**config.mk**
```make
export PLATFORM = sky130hd
export DESIGN_NAME = keypad_scanner_flat
export DESIGN_NICKNAME = d
export VERILOG_FILES = /design/src/rtl/keypad_scanner_if.sv /design/src/rtl/keypad_scanner.sv /design/src/flat_wrapper.sv
export SDC_FILE = /design/constraint.sdc
export NUM_CORES = 1
export LEC_CHECK = 0
export BUFFER_PORTS_ARGS = -buffer_cell sky130_fd_sc_hd__buf_2
export CAP_MARGIN = 30
export CORE_MARGIN = 8
export CORE_UTILIZATION = 45
export CTS_BUF_LIST = sky130_fd_sc_hd__clkbuf_16
export DETAILED_ROUTE_END_ITERATION = 10
export GPL_TIMING_DRIVEN = 0
export HOLD_SLACK_MARGIN = 0.15
export SLEW_MARGIN = 20
export SYNTH_ARGS = -nofsm -noshare
export SYNTH_HDL_FRONTEND = slang
export SYNTH_SLANG_ARGS = --single-unit
```
**constraint.sdc**
```tcl
create_clock -name fpga_clk -period 11 [get_ports fpga_clk]
set_input_delay 1.1 -clock fpga_clk [delete_from_list [all_inputs] [get_ports fpga_clk]]
set_output_delay 1.1 -clock fpga_clk [all_outputs]
set_load 0.05 [all_outputs]
```
**src/rtl/keypad_scanner_if.sv**
```systemverilog
// Keypad scanner bus: MMIO read handshake plus the sticky key register.
interface keypad_scanner_if;
  logic        rd_ack;
  logic [31:0] key_data;
  logic        key_valid;
  logic        key_held;

  // MMIO controller side
  modport master (output rd_ack, input key_data, key_valid, key_held);
  // Peripheral side
  modport slave (input rd_ack, output key_data, key_valid, key_held);
endinterface

```
**src/rtl/keypad_scanner.sv**
```systemverilog
// 4x4 matrix keypad scanner: row strobing, column synchronizer, full-scan
// snapshot, debounce FSM and a sticky read-to-clear key event register.
module keypad_scanner #(
  parameter int SCAN_DIV       = 100000,
  parameter int DEBOUNCE_SCANS = 4
) (
  input  logic              fpga_clk,
  input  logic              rst,
  input  logic [3:0]        col_in,
  output logic [3:0]        row_out,
  keypad_scanner_if.slave   bus
);

  localparam int PW = (SCAN_DIV > 1) ? $clog2(SCAN_DIV) : 1;
  localparam int CW = $clog2(DEBOUNCE_SCANS + 1);
  localparam logic [PW-1:0] PRESC_LAST = PW'(SCAN_DIV - 1);
  // cnt + 1 == DEBOUNCE_SCANS is tested as cnt == DEBOUNCE_SCANS - 1
  localparam logic [CW-1:0] CNT_LAST   = CW'(DEBOUNCE_SCANS - 1);

  typedef enum logic [1:0] {IDLE, DEB_P, PRESSED, DEB_R} state_t;

  logic [3:0]    col_meta;
  logic [3:0]    col_sync;
  logic [PW-1:0] presc;
  logic [1:0]    row;
  logic          tick;
  logic          scan_done;
  logic [3:0]    snap_row [4];
  logic [15:0]   snapshot;

  state_t        state;
  logic [3:0]    cand;
  logic [CW-1:0] cnt;
  logic          held;
  logic          valid;
  logic          overrun;
  logic [3:0]    code;

  logic [4:0]    bit_count;
  logic [3:0]    key_code;
  logic          key_single;
  logic          key_none;
  logic          post_event;

  // Two-flop synchronizer for the asynchronous column inputs
  always_ff @(posedge fpga_clk or posedge rst) begin
    if (rst) begin
      col_meta <= 4'hF;
      col_sync <= 4'hF;
    end else begin
      col_meta <= col_in;
      col_sync <= col_meta;
    end
  end

  assign tick = (presc == PRESC_LAST);

  // Row dwell prescaler, row drive and end-of-scan pulse
  always_ff @(posedge fpga_clk or posedge rst) begin
    if (rst) begin
      presc     <= '0;
      row       <= 2'd0;
      row_out   <= 4'b1110;
      scan_done <= 1'b0;
    end else begin
      scan_done <= tick && (row == 2'd3);
      if (tick) begin
        presc   <= '0;
        row     <= row + 2'd1;
        row_out <= ~(4'b0001 << (row + 2'd1));
      end else begin
        presc   <= presc + 1'b1;
      end
    end
  end

  // One snapshot nibble per row, captured (as active-high) on that row's tick
  for (genvar gi = 0; gi < 4; gi++) begin : g_snap
    always_ff @(posedge fpga_clk or posedge rst) begin
      if (rst) begin
        snap_row[gi] <= 4'h0;
      end else if (tick && (row == 2'(gi))) begin
        snap_row[gi] <= ~col_sync;
      end
    end
    assign snapshot[4*gi +: 4] = snap_row[gi];
  end

  // Classify the snapshot: bit index of a lone key is directly {row, col}
  always_comb begin
    bit_count = 5'd0;
    key_code  = 4'd0;
    for (int i = 0; i < 16; i++) begin
      if (snapshot[i]) begin
        bit_count = bit_count + 5'd1;
        key_code  = 4'(i);
      end
    end
  end

  assign key_single = (bit_count == 5'd1);
  assign key_none   = (bit_count == 5'd0);

  // A new event is posted exactly on the move into PRESSED from IDLE/DEB_P
  always_comb begin
    post_event = 1'b0;
    if (scan_done && key_single) begin
      if (state == IDLE && DEBOUNCE_SCANS == 1)
        post_event = 1'b1;
      else if (state == DEB_P && key_code == cand && cnt == CNT_LAST)
        post_event = 1'b1;
    end
  end

  // Debounce FSM with the sticky event register (valid/overrun/code)
  always_ff @(posedge fpga_clk or posedge rst) begin
    if (rst) begin
      state   <= IDLE;
      cand    <= 4'd0;
      cnt     <= '0;
      held    <= 1'b0;
      valid   <= 1'b0;
      overrun <= 1'b0;
      code    <= 4'd0;
    end else begin
      // New event wins over a simultaneous read; read alone clears flags
      if (post_event) begin
        code    <= key_code;
        valid   <= 1'b1;
        overrun <= valid && !bus.rd_ack;
      end else if (bus.rd_ack) begin
        valid   <= 1'b0;
        overrun <= 1'b0;
      end

      if (scan_done) begin
        case (state)
          IDLE: begin
            if (key_single) begin
              cand <= key_code;
              if (DEBOUNCE_SCANS == 1) begin
                state <= PRESSED;
                held  <= 1'b1;
                cnt   <= '0;
              end else begin
                state <= DEB_P;
                cnt   <= CW'(1);
              end
            end
          end
          DEB_P: begin
            if (key_single && key_code == cand) begin
              if (cnt == CNT_LAST) begin
                state <= PRESSED;
                held  <= 1'b1;
                cnt   <= '0;
              end else begin
                cnt   <= cnt + 1'b1;
              end
            end else begin
              state <= IDLE;
              cnt   <= '0;
            end
          end
          PRESSED: begin
            if (key_none) begin
              if (DEBOUNCE_SCANS == 1) begin
                state <= IDLE;
                held  <= 1'b0;
                cnt   <= '0;
              end else begin
                state <= DEB_R;
                cnt   <= CW'(1);
              end
            end
          end
          DEB_R: begin
            if (key_none) begin
              if (cnt == CNT_LAST) begin
                state <= IDLE;
                held  <= 1'b0;
                cnt   <= '0;
              end else begin
                cnt   <= cnt + 1'b1;
              end
            end else begin
              state <= PRESSED;
              cnt   <= '0;
            end
          end
          default: begin
            state <= IDLE;
            held  <= 1'b0;
            cnt   <= '0;
          end
        endcase
      end
    end
  end

  assign bus.key_data  = {valid, overrun, 25'b0, held, code};
  assign bus.key_valid = valid;
  assign bus.key_held  = held;

endmodule

```
**src/flat_wrapper.sv**
```systemverilog
// flat-port wrapper written by rule: the top's interface ports become plain ports
module keypad_scanner_flat 
#(
  parameter int SCAN_DIV       = 100000,
  parameter int DEBOUNCE_SCANS = 4
)
  (fpga_clk, rst, col_in, row_out, bus_rd_ack, bus_key_data, bus_key_valid, bus_key_held);
  keypad_scanner_if bus_i ();
  input  logic fpga_clk;
  input  logic rst;
  input  logic [3:0] col_in;
  output logic [3:0] row_out;
  input wire logic [$bits(bus_i.rd_ack)-1:0] bus_rd_ack;
  output wire logic [$bits(bus_i.key_data)-1:0] bus_key_data;
  output wire logic [$bits(bus_i.key_valid)-1:0] bus_key_valid;
  output wire logic [$bits(bus_i.key_held)-1:0] bus_key_held;
  assign bus_i.rd_ack = bus_rd_ack;
  assign bus_key_data = bus_i.key_data;
  assign bus_key_valid = bus_i.key_valid;
  assign bus_key_held = bus_i.key_held;
  keypad_scanner #(.SCAN_DIV(SCAN_DIV), .DEBOUNCE_SCANS(DEBOUNCE_SCANS)) u_core (.fpga_clk(fpga_clk), .rst(rst), .col_in(col_in), .row_out(row_out), .bus(bus_i));
endmodule
```
; ---- After elaboration in Yosys (flattened, before gate mapping)
; Index checks and enable logic that the tools add are counted.
[classes]
addsub = 18
n_eq_ne = 18
n_shift = 1
n_mux = 55
n_bitwise = 2
n_reduce_logical = 19
[op_table]
columns = op, n
row1 = 5-bit 2-to-1 mux, 15
row2 = "5-bit by 1-bit adder with 5-bit output, second input constant", 14
row3 = 4-bit 2-to-1 mux, 8
row4 = 3-bit 2-to-1 mux, 9
row5 = "17-bit by 1-bit adder with 17-bit output, second input constant", 1
row6 = "17-bit == test, second input constant", 1
row7 = 17-bit 2-to-1 mux, 1
row8 = 2-bit 2-to-1 mux, 8
row9 = 3-bit one-hot mux with 4 select lines, 1
row10 = 1-bit 2-to-1 mux, 11
row11 = 1-bit logical AND, 9
row12 = "2-bit == test, second input constant", 4
row13 = "2-bit by 1-bit inequality test with 1-bit output, second input constant", 4
row14 = 4-bit inverter, 2
row15 = 2-bit one-hot mux with 4 select lines, 1
row16 = "3-bit inequality test, second input constant", 2
row17 = 3-bit AND reduction, 2
row18 = 6-bit AND reduction, 1
row19 = "5-bit by 1-bit == test with 1-bit output, second input constant", 1
row20 = 5-bit logical NOT, 1
row21 = 5-bit AND reduction, 1
row22 = "2-bit by 1-bit == test with 1-bit output, second input constant", 2
row23 = 4-bit == test, 1
row24 = 2-bit logical NOT, 2
row25 = 9 further kinds, 11
[word_totals]
reg_bits = 64
inputBits = 7
elab_cells = 130

; ---- Longest topological paths before layout
; Gate-level depths: netlist of the first run.
[logic_depth]
ltp_word = 35
ltp_mapped = 50

; ---- Worst setup path after synthesis of the first run
; Ideal clock, no wire load.
[synth_timing]
kind = reg2reg
startpoint = register u_core.snap_row[12] (netlist bit)
endpoint = register u_core.cand[0]
setup_time_ps = 125
arrival_ps = 9020
slack_ps = 1855
path_stages_with_launch = 49
path_buffers = 0
period_less_slack_ps = 9145
cell_sequence = dfrtp_1 > ha_1 > nor2b_1 > or2_2 > ha_1 > nand2b_1 > o31ai_1 > inv_1 > ha_1 > nand2_1 > o21ai_0 > ha_1 > a21oi_1 > nand2_1 > ha_1 > nor2b_1 > a31oi_1 > ha_1 > [... 13 more ...] > ha_1 > nand2_1 > o21ai_0 > ha_1 > nand2_1 > o21ai_0 > a31o_2 > ha_1 > mux2_2 > ha_1 > nand2_1 > a21bo_2 > ha_1 > mux2_2 > nor3_1 > mux2_4 > and2_4 > mux2_4
[synth_via]
elab_chain_len = 33
[synth_rtl]
columns = element, line
row1 = start: declaration, keypad_scanner.sv:28  ; logic [3:0] snap_row [4];
row2 = start signal: indexed assignment, keypad_scanner.sv:83  ; snap_row[gi] <= ~col_sync;
row3 = 1-bit 2-to-1 mux (*), keypad_scanner.sv:94  ; if (snapshot[i]) begin
row4 = 1-bit by 1-bit adder with 2-bit output, keypad_scanner.sv:95  ; bit_count = bit_count + 5'd1;
row5 = 5-bit 2-to-1 mux (*), keypad_scanner.sv:94
row6 = 5-bit by 1-bit adder with 5-bit output, keypad_scanner.sv:95
row7 = 5-bit 2-to-1 mux (*), keypad_scanner.sv:94
row8 = 5-bit by 1-bit adder with 5-bit output, keypad_scanner.sv:95
row9 = 5-bit 2-to-1 mux (*), keypad_scanner.sv:94
row10 = 5-bit by 1-bit adder with 5-bit output, keypad_scanner.sv:95
row11 = [... 17 more ...], -
row12 = 5-bit by 1-bit adder with 5-bit output, keypad_scanner.sv:95
row13 = 5-bit 2-to-1 mux (*), keypad_scanner.sv:94
row14 = 5-bit by 1-bit adder with 5-bit output, keypad_scanner.sv:95
row15 = 5-bit 2-to-1 mux (*), keypad_scanner.sv:94
row16 = 5-bit by 1-bit adder with 5-bit output, keypad_scanner.sv:95
row17 = 5-bit 2-to-1 mux (*), keypad_scanner.sv:94
row18 = 5-bit by 1-bit == test with 1-bit output (*), keypad_scanner.sv:101  ; assign key_single = (bit_count == 5'd1);
row19 = 3-bit AND reduction (no source line) (*), -
row20 = end signal: assignment, keypad_scanner.sv:140  ; cand <= key_code;
row21 = end: declaration, keypad_scanner.sv:32  ; logic [3:0] cand;
; Mark *: on every way between the ends. The rest lies on a longest branch, timed or not.
; A chain may end at the register's enable or synchronous reset.

; ---- Worst setup path in the final report of the first run
[layout_timing]
startpoint = register u_core.snap_row[13] (netlist bit)
endpoint = register u_core.code[1]
[layout_via]
elab_chain_len = 32
[layout_rtl]
columns = element, line
row1 = 5-bit 2-to-1 mux, keypad_scanner.sv:94
row2 = 5-bit by 1-bit adder with 5-bit output, keypad_scanner.sv:95
row3 = 5-bit 2-to-1 mux, keypad_scanner.sv:94
row4 = 5-bit by 1-bit adder with 5-bit output, keypad_scanner.sv:95
row5 = 5-bit 2-to-1 mux, keypad_scanner.sv:94
row6 = 5-bit by 1-bit adder with 5-bit output, keypad_scanner.sv:95
row7 = 5-bit 2-to-1 mux, keypad_scanner.sv:94
row8 = 5-bit by 1-bit adder with 5-bit output, keypad_scanner.sv:95
row9 = [... 16 more ...], -
row10 = 5-bit 2-to-1 mux, keypad_scanner.sv:94
row11 = 5-bit by 1-bit adder with 5-bit output, keypad_scanner.sv:95
row12 = 5-bit 2-to-1 mux, keypad_scanner.sv:94
row13 = 5-bit by 1-bit adder with 5-bit output, keypad_scanner.sv:95
row14 = 5-bit 2-to-1 mux, keypad_scanner.sv:94
row15 = 5-bit by 1-bit == test with 1-bit output, keypad_scanner.sv:101
row16 = 1-bit logical AND, keypad_scanner.sv:107  ; if (scan_done && key_single) begin
row17 = 1-bit 2-to-1 mux (*), keypad_scanner.sv:107
row18 = end signal: assignment, keypad_scanner.sv:128  ; code <= key_code;
row19 = end: declaration, keypad_scanner.sv:37  ; logic [3:0] code;
; Marked as above.

==> impl_metrics.tcl, run 1 <==
set metrics [dict create \
    place.gp.congestion 0.796 \
    syn_area_per_cell_sq_um 9.24 \
    power_leakage_nw 2.58 \
    stdcell_count 713 \
    fin_nets 600 \
    p_clk_share_pct 50.3 \
    slowest_delay_ps 400 \
    wl_per_cell_um 12.6 \
    synthToLayoutAreaGrowth_pct 14.3 \
    grt_max_degree 53 \
    nFillCells 945 \
    drtIter0Drc 157 \
    finalClockSkew_ps 4.70 \
    postSynth.asyncResetShare_pct 100 \
    synth_compound_area_share_pct 12.1 \
    cts_root_buf "clkbuf_16" \
    seq_area_frac_synth_pct 33.8 \
    slowest_stage "dfrtp_1" \
    power_switching_mw 0.127 \
    ant_nets 0 \
    postCtsResizedCells 0 \
    placed_area_sq_mm 0.00516 \
    hold_path.class "reg -> reg" \
    synth_enable_flop_cells 0 \
    cts_buffers 9 \
    row_count 37 \
    power_density_mw_per_mm2 100 \
    min_path_cells 0 \
    ys_ff_latch 64 \
    hpwl_um 7000 \
    cts_tree "built" \
    synthAdderAreaFrac_pct 5.50 \
    rsz0062_at_grt "no" \
    vdd_ir_drop_max_v 0.000150 \
    switching_share_pct 23.2 \
    ys_warn_count 0 \
    power.internal_mw 0.421 \
    slew_headroom_pct 61.3 \
    hold_viol 0 \
    finalCritPeriodShare_pct 91.9 \
    vias 3537 \
    cts_sinks 64 \
    portBuffers 19 \
    grt_util_all_layers_pct 13.3 \
    synthCells 517 \
    maxCapViolations 0 \
    power_mw 0.548 \
    cp.arrival_ps 10320 \
    antenna_found_initial 0 \
    setup_viol 0 \
    remaining_drc_errors 0 \
    vias_per_cell 4.96 \
    syn-cell-area_sq_mm 0.00477 \
    seq_area_sq_mm 0.00162 \
    finalSetupTns_ps 0 \
    layout_commonest_cell "nand2_1" \
    synth-simple-area-share_pct 19.1 \
    pwr-share-comb_pct 6.0 \
    status "complete, no violations" \
    multi_input_area_sq_mm 0.00286 \
    start_kind "register" \
    worstPathMaxFanout 9 \
    crit_top_cell "ha_1" \
    drive_above_1_share_pct 21.5 \
    dp_cells 697 \
    clk_pin_slew_worst_paths_ps 50 \
    grt_overflow 0 \
    dieArea_sq_mm 0.0142 \
    postCtsSetupBuffers 0 \
    tightest_slew_ps 576 \
    synthFlopType "dfrtp_1" \
    core_area_sq_mm 0.0103 \
    postRouteWirelength_um 8950 \
    required_ps 11210 \
    detailedRoute.firstPassIterationCount 4 \
    layout_common_cells "nand2_1 (71), dfrtp_1 (53), nor2_1 (33), o21ai_0 (33)" \
    reg2regPathDepth 48 \
    antennaDiodeCount 0 \
    synth_top_family_by_area "simple AND/OR/NAND/NOR gates" \
    yosysUniqueCellTypes 75 \
    die_x_um 119 \
    synth_mux_area_share_pct 5.01 \
    crit_path_end_kind "register" \
    seqPwrFrac_pct 43.7 \
    fp.dieH_um 119 \
    maxSlewViolCount 0 \
    pin_count 45 \
    fmax_mhz 98.9 \
    synth_xor_area_share_pct 16.3 \
    initial_core_util_pct 46.2 \
    htree_num_levels 3 \
    final_area_sq_mm 0.00546 \
    ctsLongestPathBuffers 2 \
    critPathKind "reg -> reg" \
    postCtsHoldBufs 0 \
    min_period_ps 10110 \
    grt_pass1_vias 3453 \
    clk_latency_ps 320 \
    grt_pass1_wl_um 15900 \
]
-- metrics by stage --
step / util [%] / worst slack, ps / hold WS (ps)
2_1_floorplan: - / 1850 / 345
3_3_place_gp: 49.7 / 1230 / 347
3_5_place_dp: 50.0 / 978 / 349
4_1_cts: 52.9 / 956 / 357
5_1_grt: 52.9 / 137 / 362
6_report: 52.9 / 886 / 355
-- cell usage after synthesis, drive strengths merged (4+ instances only) --
cell	count	area, sq um
a21oi	21	105
and2	5	36.3
and3	5	31.3
buf	35	256
clkbuf	10	37.5
dfrtp	53	1330
dfstp	11	289
ha	21	263
inv	25	93.8
mux2	12	169
mux2i	7	70.1
nand2	72	273
nand3	22	115
nand4	8	50.1
nor2	33	124
nor2b	6	37.5
nor3	8	40.0
nor3b	4	40.0
nor4	4	31.3
o21ai	37	189
o31ai	5	37.5
xnor2	32	322
xnor3	4	92.6
xor2	29	314
-- metal layers --
| metal | track usage [%] | vias up | wire length [um] |
|---|---|---|---|
| met4 | 4.43 | 0 | 84 |
| met1 | 17.2 | 1642 | 4450 |
| li1 | - | 1840 | - |
| met2 | 21.3 | 48 | 4120 |
| met5 | 0 | - | 0 |
| met3 | 3.16 | 7 | 300 |
-- path summary, 6_finish.rpt --
kind,from,end,slack (ps)
setup / recovery,u_core.snap_row[13],u_core.code[1],890
hold / removal,u_core.col_meta[3],u_core.col_sync[3],350
setup reg to reg,u_core.snap_row[13],u_core.code[1],890
hold reg to reg,u_core.col_meta[3],u_core.col_sync[3],350
max in group asynchronous,rst,u_core.col_meta[0],9760
min in group asynchronous,rst,u_core.code[0],690
-- state kept, by name (all words and copies together), names as in the netlist, 2 cells and up --
register         count
u_core.presc        17
u_core.snap_row     16
u_core.cand          4
u_core.code          4
u_core.col_meta      4
u_core.col_sync      4
u_core.row_out       4
u_core.cnt           3
u_core.row           2
u_core.state         2
-- logic make-up (layout without fill, tap and decap cells) --
kind of cell,count (synthesis),in the layout
flip-flops,64,64
XOR/XNOR,67,67
other,1,25
buffers and inverters,70,106
AND/OR/NAND/NOR,183,183
AO/OA/AOI/OAI,92,92
multiplexers,19,19
adder cells (fa/ha/maj),21,21
-- power groups by stage --
stage                     registers, mW  clock network, mW  logic, mW
after global routing              0.240              0.294     0.0351
final                             0.239              0.276     0.0329
after global placement            0.244                  0     0.0312
after CTS                         0.240              0.283     0.0327
after detailed placement          0.244                  0     0.0327
after floorplan                   0.243                  0     0.0289
-- layout make-up --
class	instances	share of cell area [%]
inverter	25	1.77
clock inverter	7	1.31
tap	136	3.12
clock buffer	9	4.13
timing repair buffer	20	2.25
multi-input combinational	407	52.4
sequential	64	29.6
buffer	45	5.39
-- critical path, delay by kind of cell (launching register included) --
kind	cells	cell delay, ps
multiplexers	5	1400
AO/OA/AOI/OAI	12	1880
AND/OR/NAND/NOR	14	1930
adder cells (fa/ha/maj)	14	4060
flip-flops	1	400
buffers and inverters	3	310
Note: power is estimated with default switching activity, not from simulation.
==> run 2: changes to the inputs <==
--- a/config.mk
+++ b/config.mk
@@ -7,11 +7,12 @@
 export LEC_CHECK = 0
 export BUFFER_PORTS_ARGS = -buffer_cell sky130_fd_sc_hd__buf_2
 export CAP_MARGIN = 30
+export CORE_ASPECT_RATIO = 1.2
 export CORE_MARGIN = 8
 export CORE_UTILIZATION = 45
 export CTS_BUF_LIST = sky130_fd_sc_hd__clkbuf_16
 export DETAILED_ROUTE_END_ITERATION = 10
-export GPL_TIMING_DRIVEN = 0
+export GPL_TIMING_DRIVEN = 1
 export HOLD_SLACK_MARGIN = 0.15
 export SLEW_MARGIN = 20
 export SYNTH_ARGS = -nofsm -noshare
==> impl_metrics.tcl, run 2 (synthesized netlist as in run 1, its figures left out) <==
set metrics [dict create \
    power.internal_mw 0.391 \
    dieArea_sq_mm 0.0142 \
    hold_viol 0 \
    startpoint "u_core.snap_row[12]" \
    htree_num_levels 3 \
    fmax_mhz 100 \
    wl_per_cell_um 13.4 \
    holdWs_ps 355 \
    grt_max_degree 65 \
    finalClockSkew_ps 6.44 \
    start_kind "register" \
    postCtsHoldBufs 0 \
    cts_root_buf "clkbuf_16" \
    cp.arrival_ps 10170 \
    ctsLongestPathBuffers 2 \
    drive_above_1_share_pct 17.1 \
    layout_common_cells "nand2_1 (71), dfrtp_1 (53), nor2_1 (33), o21ai_0 (33), xnor2_1 (28)" \
    status "complete, no violations" \
    vias_per_cell 5.16 \
    grt_pass1_wl_um 15400 \
    place.gp.congestion 0.828 \
    portBuffers 19 \
    dp_cells 645 \
    antennaDiodeCount 0 \
    gr-usage-met3_pct 2.30 \
    setup_viol 0 \
    postRouteWirelength_um 8830 \
    tightest_slew_ps 779 \
    postCtsResizedCells 0 \
    slowest_stage "dfrtp_1" \
    cp.depth 48 \
    maxSlewViolCount 0 \
    clk_pin_slew_worst_paths_ps 50 \
    core_area_sq_mm 0.0104 \
    ant_nets 0 \
    crit_path_end "u_core.code[2]" \
    rsz0062_at_grt "no" \
    hold_path.class "reg -> reg" \
    slew_headroom_pct 48.1 \
    fp.dieH_um 129 \
    reg_top3 "u_core.presc (17), u_core.snap_row (16)" \
    vias 3413 \
    power_density_mw_per_mm2 102 \
    crit-reg2reg-launch "u_core.snap_row[12]" \
    hpwl_um 6760 \
    seqPwrFrac_pct 46.2 \
    grt-busiest-layer "met2" \
    use_met2_pct 22.2 \
    min_period_ps 9970 \
    crit_top_cell "ha_1" \
    cts_tree "built" \
    grt_util_all_layers_pct 13.4 \
    stdcell_count 661 \
    drtIter0Drc 110 \
    finalCritPeriodShare_pct 90.6 \
    critPathKind "reg -> reg" \
    power_switching_mw 0.127 \
    fin_nets 555 \
    die_x_um 110 \
    initial_core_util_pct 45.8 \
    cts_sinks 64 \
    pwr-share-comb_pct 4.7 \
    required_ps 11210 \
    p_clk_share_pct 49.1 \
    worst-path-buf-inv 3 \
    regMostFlops "u_core.presc" \
    row_count 41 \
    layout_commonest_cell "nand2_1" \
    grt_pass1_vias 3415 \
    largest_reg_flops 17 \
    vdd_ir_drop_max_v 0.000125 \
    slowest_delay_ps 390 \
    maxCapViolations 0 \
    crit_path_end_kind "register" \
    power_leakage_nw 2.36 \
    reg2regPathDepth 48 \
    power_mw 0.519 \
    switching_share_pct 24.5 \
    antenna_found_initial 0 \
    detailedRoute.firstPassIterationCount 4 \
    critical_path.top_delay_family "adder cells" \
    globalRouteMet1Util_pct 16.8 \
    regToRegEndpoint "u_core.code[2]" \
    postCtsSetupBuffers 0 \
    reg2reg_setup_slack_ps 1030 \
    finalSetupTns_ps 0 \
    worstPathMaxFanout 9 \
    synthToLayoutAreaGrowth_pct 6.97 \
    grt_overflow 0 \
    clk_latency_ps 330 \
    remaining_drc_errors 0 \
    pin_count 45 \
    cts_buffers 9 \
]
run 2: cell types whose count changed in the layout (fill, tap and decap cells not counted), sizes merged:
cell / before / now
buf: 55 / 20
clkbuf: 19 / 9
bufinv: 1 / 0
clkinv: 3 / 4
run 2: power groups by stage:
stage	clock network (mW)	logic, mW	registers (mW)
floorplan	0	0.0289	0.243
global placement	0	0.0244	0.244
detailed placement	0	0.0246	0.244
CTS	0.262	0.0245	0.240
global route	0.269	0.0263	0.240
finish	0.255	0.0245	0.240
run 2: worst min path at each step:
stage	startpoint	slack, ps	endpoint	cells past startpoint
after global placement	u_core.col_meta[0]	350	u_core.col_sync[0]	0
after CTS	u_core.col_meta[2]	360	u_core.col_sync[2]	0
after floorplan	u_core.col_meta[0]	350	u_core.col_sync[0]	0
final	u_core.col_meta[2]	350	u_core.col_sync[2]	0
after global routing	u_core.col_meta[2]	360	u_core.col_sync[2]	0
after detailed placement	u_core.col_meta[2]	350	u_core.col_sync[2]	0
run 2: layout make-up:
class / instances / area, sq um
multi-input combinational: 407 / 2860
timing repair buffer: 20 / 103
sequential: 64 / 1620
clock buffer: 9 / 225
clock inverter: 7 / 47.5
inverter: 25 / 93.8
tap: 129 / 161
fill: 999 / 5310
run 2: layer usage:
layer | vias up | wire [um]
met5 | - | 0
li1 | 1752 | -
met4 | 0 | 124
met1 | 1619 | 4100
met3 | 8 | 197
met2 | 34 | 4410
run 2: stage by stage:
step                cell area, sq um  util, %  worst slack (ps)
finish                          5110     49.0              1030
global route                    5110     49.0               204
CTS                             5110     49.0              1020
detailed placement              4830     46.4              1060
global placement                4830     46.4              1390
floorplan                       4860        -              1850
